`src/rtl/phase_counter.sv`:
```
// phase_counter: loadable up/down modulo counter used as the per-phase timer
// under the traffic-light controller. Counts 0..pMAX_VAL, either wraps or
// freezes at the terminal value, and exposes last/pre_last decodes so the
// controller can prepare the phase hand-over one tick ahead.
module phase_counter #(
  parameter int pMAX_VAL = 99,
  parameter int pCNT_W   = $clog2(pMAX_VAL + 1)
) (
  input  logic              clk,
  input  logic              rst_n,
  input  logic              en,
  input  logic              clr,
  input  logic              load,
  input  logic [pCNT_W-1:0] load_val,
  input  logic              dir,
  input  logic              hold_mode,
  output logic [pCNT_W-1:0] count,
  output logic              last,
  output logic              pre_last,
  output logic              wrap,
  output logic              done
);

  // Constants sized to the count width so every compare and step stays in
  // pCNT_W bits and never relies on natural binary rollover.
  localparam logic [pCNT_W-1:0] MAX_C  = pCNT_W'(pMAX_VAL);
  localparam logic [pCNT_W-1:0] MAX_M1 = pCNT_W'(pMAX_VAL - 1);
  localparam logic [pCNT_W-1:0] ONE_C  = pCNT_W'(1);
  localparam logic [pCNT_W-1:0] ZERO_C = '0;

  logic [pCNT_W-1:0] terminal;
  logic [pCNT_W-1:0] before_terminal;
  logic [pCNT_W-1:0] load_clamped;
  logic              at_terminal;
  logic [pCNT_W-1:0] count_nxt;
  logic              done_nxt;
  logic              wrap_nxt;

  // Terminal decodes follow the current dir so a direction flip is visible
  // on last/pre_last in the same cycle, before any step happens.
  always_comb begin
    terminal        = dir ? ZERO_C : MAX_C;
    before_terminal = dir ? ONE_C  : MAX_M1;
    at_terminal     = (count == terminal);
    last            = at_terminal;
    pre_last        = (count == before_terminal);
    load_clamped    = (load_val > MAX_C) ? MAX_C : load_val;
  end

  // Next-state selection with priority clr > load > en > hold; the step is
  // only taken away from the terminal, so +1/-1 can never leave 0..pMAX_VAL.
  always_comb begin
    count_nxt = count;
    done_nxt  = done;
    wrap_nxt  = 1'b0;
    if (clr) begin
      count_nxt = ZERO_C;
      done_nxt  = 1'b0;
    end else if (load) begin
      count_nxt = load_clamped;
      done_nxt  = 1'b0;
    end else if (en) begin
      if (!at_terminal) begin
        count_nxt = dir ? (count - ONE_C) : (count + ONE_C);
      end else if (hold_mode) begin
        done_nxt = 1'b1;
      end else begin
        count_nxt = dir ? MAX_C : ZERO_C;
        wrap_nxt  = 1'b1;
      end
    end
  end

  // State registers; the asynchronous reset wins over everything at once.
  always_ff @(posedge clk or negedge rst_n) begin
    if (!rst_n) begin
      count <= ZERO_C;
      done  <= 1'b0;
      wrap  <= 1'b0;
    end else begin
      count <= count_nxt;
      done  <= done_nxt;
      wrap  <= wrap_nxt;
    end
  end

endmodule

```
`config.mk`:
```
export PLATFORM = sky130hd
export DESIGN_NAME = phase_counter
export DESIGN_NICKNAME = d
export VERILOG_FILES = /design/src/rtl/phase_counter.sv
export SDC_FILE = /design/constraint.sdc
export NUM_CORES = 1
export LEC_CHECK = 0
export CAP_MARGIN = 0
export CORE_ASPECT_RATIO = 1.1
export CORE_MARGIN = 10
export CORE_UTILIZATION = 45
export CTS_BUF_LIST = sky130_fd_sc_hd__clkbuf_8
export CTS_CLUSTER_DIAMETER = 200
export CTS_CLUSTER_SIZE = 10
export DETAILED_ROUTE_END_ITERATION = 10
export HOLD_SLACK_MARGIN = 0.03
export PLACE_DENSITY = 0.78
export SLEW_MARGIN = 20
export SYNTH_ARGS = -nofsm -noshare
export SYNTH_HDL_FRONTEND = slang
export SYNTH_SLANG_ARGS = --single-unit
```
`constraint.sdc`:
```
create_clock -name clk -period 1.95 [get_ports clk]
set_input_delay 0.39 -clock clk [delete_from_list [all_inputs] [get_ports clk]]
set_output_delay 0.39 -clock clk [all_outputs]
set_load 0.1 [all_outputs]
```
==> metrics.txt <==
worst-path fanout max=5; largest family of logic cells by synthesized area=compound AO/OA/AOI/OAI gates; H-tree depth=1; Diodes inserted=0; multiplexer share of the synthesized area=2.18%; Port Buffers=24; WHS=0.454 ns; commonest non-fill, non-tap cell in the layout=buf_4; R2R Setup Slk=-0.15 ns; Compound-Gate Fraction of Synth Area=34.3%; worst setup margin=-0.178 ns; Die ar.=4250 sq um; status=finished with violations; worst vdd ir=0.696 mV; Synth async-reset ratio=100%; CP Buf/Inv Count=1; drt wl/cell=23.3 um; # DRC=0; Slowest Stage Delay on Critical Path=0.51 ns; critical path endpoint category=output pin; Longest Clk Path Bufs=2; detailed router's first-iteration violation count=81; most frequent cells in the layout=33 x buf_4, 12 x clkdlybuf4s50_1, 9 x inv_1, 7 x buf_12; Seq/Total Area, Yosys=24.5%; P_int=0.655 mW; critical path class=reg -> out; cts bufs inserted=3; total power=1.17 mW; total gr overflow=0; Comb pwr share=60.6%; Top-Level Pins=25; vias=1,192; Mapped Area=918 sq um; initial core utilization=46.4%; flops & latches, synth=9; final hold violations=0; switching power total=0.515 mW; layout cell share with drive strength beyond 1=57.7%; max-slew violations=0; fillcell total=92; gr usage total=17.3%; Final ANT Viol Nets=0; register area=246 sq um; Critical Path Source Type=register; simple-gate share of the synthesized area=20.2%; row count=17; clk sinks=9; Worst-path clk slew=0.05 ns; Mapped Cells=106; DRT Pass-1 Iters=4; fin crit share=109%; Max-slew headroom=70.5%; adder-cell share of the synthesized area=8.99%; Critical Path RT=1.56 ns; footprint of the multi-input gates=848 sq um; GPL Wtd Cong=0.974; vias in the first global route=1,220; Die Ht=67.4 um; HPWL Detailed=2.62 mm; Root Buffer=clkbuf_8; syn_nets=126; PD cells=655 nW/um^2; switching share of power=44.0%; synth unique cells=47; violated checks=setup timing; final worst path period need=2.13 ns; Avg Cell Area, Syn=8.66 sq um; CP max-delay cell=dfrtp_4; Die W=63.1 um; dominant synthesized flop cell=dfrtp_1; Via density=6.24; sequential power share=19.6%; warnings from Yosys=0; clk_skew=0.00422 ns; Hold Crit Class=in -> async; highest clock rate=470 MHz; Least-Margin Pin Slew=0.442 ns; unrepaired setup endpoints after global routing=true; largest net degree at the start of global routing=11; EDFF count, synth=0; Syn-to-layout area delta=94.4%; Worst-Skew Late Latency=0.25 ns; nets=184; critical-path cell list=or3b_4 > a211oi_4 > buf_12; Static Leak=0.709 nW; first-pass GRT wire length=5.87 mm; xor/xnor share of the synthesized area=1.91%; CP arrival=1.74 ns; cts-stage hold buffer count=0; CP top delay family=flip-flops; Detailed Route WL=4.44 mm; clock network power share=19.9%; setup violators final=7; max cap viols=0; core area=1980 sq um; initial antenna violation count=0; CTS tree=yes
-- flip-flops by register name (all words and copies together), names as in the netlist --
register	cells
done	1
wrap	1
count	7
-- final timing paths --
check | startpoint | cells past startpoint | to
min | rst_n | 1 | count[1]
min in group clk | count[4] | 2 | count[4]
min reg2reg | count[4] | 2 | count[4]
max reg2reg | count[4] | 6 | count[5]
max in group asynchronous | rst_n | 1 | count[5]
max | count[0] | 3 | last
-- through the flow --
step	area, sq um	worst slack (ns)	util, %	setup TNS, ns	instances
global route	1790	-0.210	90.3	-0.906	191
global placement	1480	-0.528	74.9	-4.62	180
CTS	1660	-0.137	83.9	-0.291	190
floorplan	988	-0.726	-	-4.60	106
detailed placement	1480	-0.592	74.9	-5.21	180
finish	1790	-0.178	90.3	-0.565	191
-- logic make-up (layout without fill, tap and decap cells) --
family / after synthesis / count (layout)
buffers and inverters: 14 / 71
XOR/XNOR: 2 / 2
adder cells (fa/ha/maj): 6 / 6
AO/OA/AOI/OAI: 39 / 39
AND/OR/NAND/NOR: 34 / 34
multiplexers: 2 / 2
flip-flops: 9 / 9
-- synth_stat cells, drive strengths merged, types with 2 or more instances --
library cell	count	area share, %
xnor2	2	1.9
a31oi	5	3.4
o21a	3	2.6
ha	5	6.8
a21oi	4	2.2
nor2b	2	1.4
dfrtp	9	25
a211oi	6	7.6
or2	2	1.4
inv	9	3.7
nand2	6	2.5
mux2i	2	2.2
nor3	5	2.7
o21ai	5	2.7
or3	2	1.9
o41ai	2	1.9
nand3	4	2.2
buf	5	4.2
nor2	7	3.1
-- power by group through the flow --
stage / sequential, mW / clock, mW / combinational (mW)
4_1_cts: 0.227 / 0.221 / 0.616
3_5_place_dp: 0.230 / 0 / 0.552
2_1_floorplan: 0.332 / 0 / 0.236
3_3_place_gp: 0.230 / 0 / 0.536
5_1_grt: 0.231 / 0.242 / 0.735
6_report: 0.229 / 0.232 / 0.708
-- timing repair --
item / in CTS / in global routing
pin swaps: 7 / 14
gates resized for setup: 20 / 20
setup buffers: 6 / 2
setup endpoints to repair: 11 / 9
-- routing by layer --
layer	vias to the layer above	wire length [um]	GRT usage, %
met2	62	2360	32.2
met3	18	262	5.29
met5	-	0	0
li1	519	-	-
met4	0	148	6.98
met1	593	1670	18.1
-- area by class of cell --
cell class                 count  area share [%]
multi-input combinational     83            47.5
timing repair buffer          58            32.2
sequential                     9            13.8
clock buffer                   3            2.31
inverter                       9            2.03
tap                           28            1.96
clock inverter                 1           0.210
(Power assumes the default switching activity.)
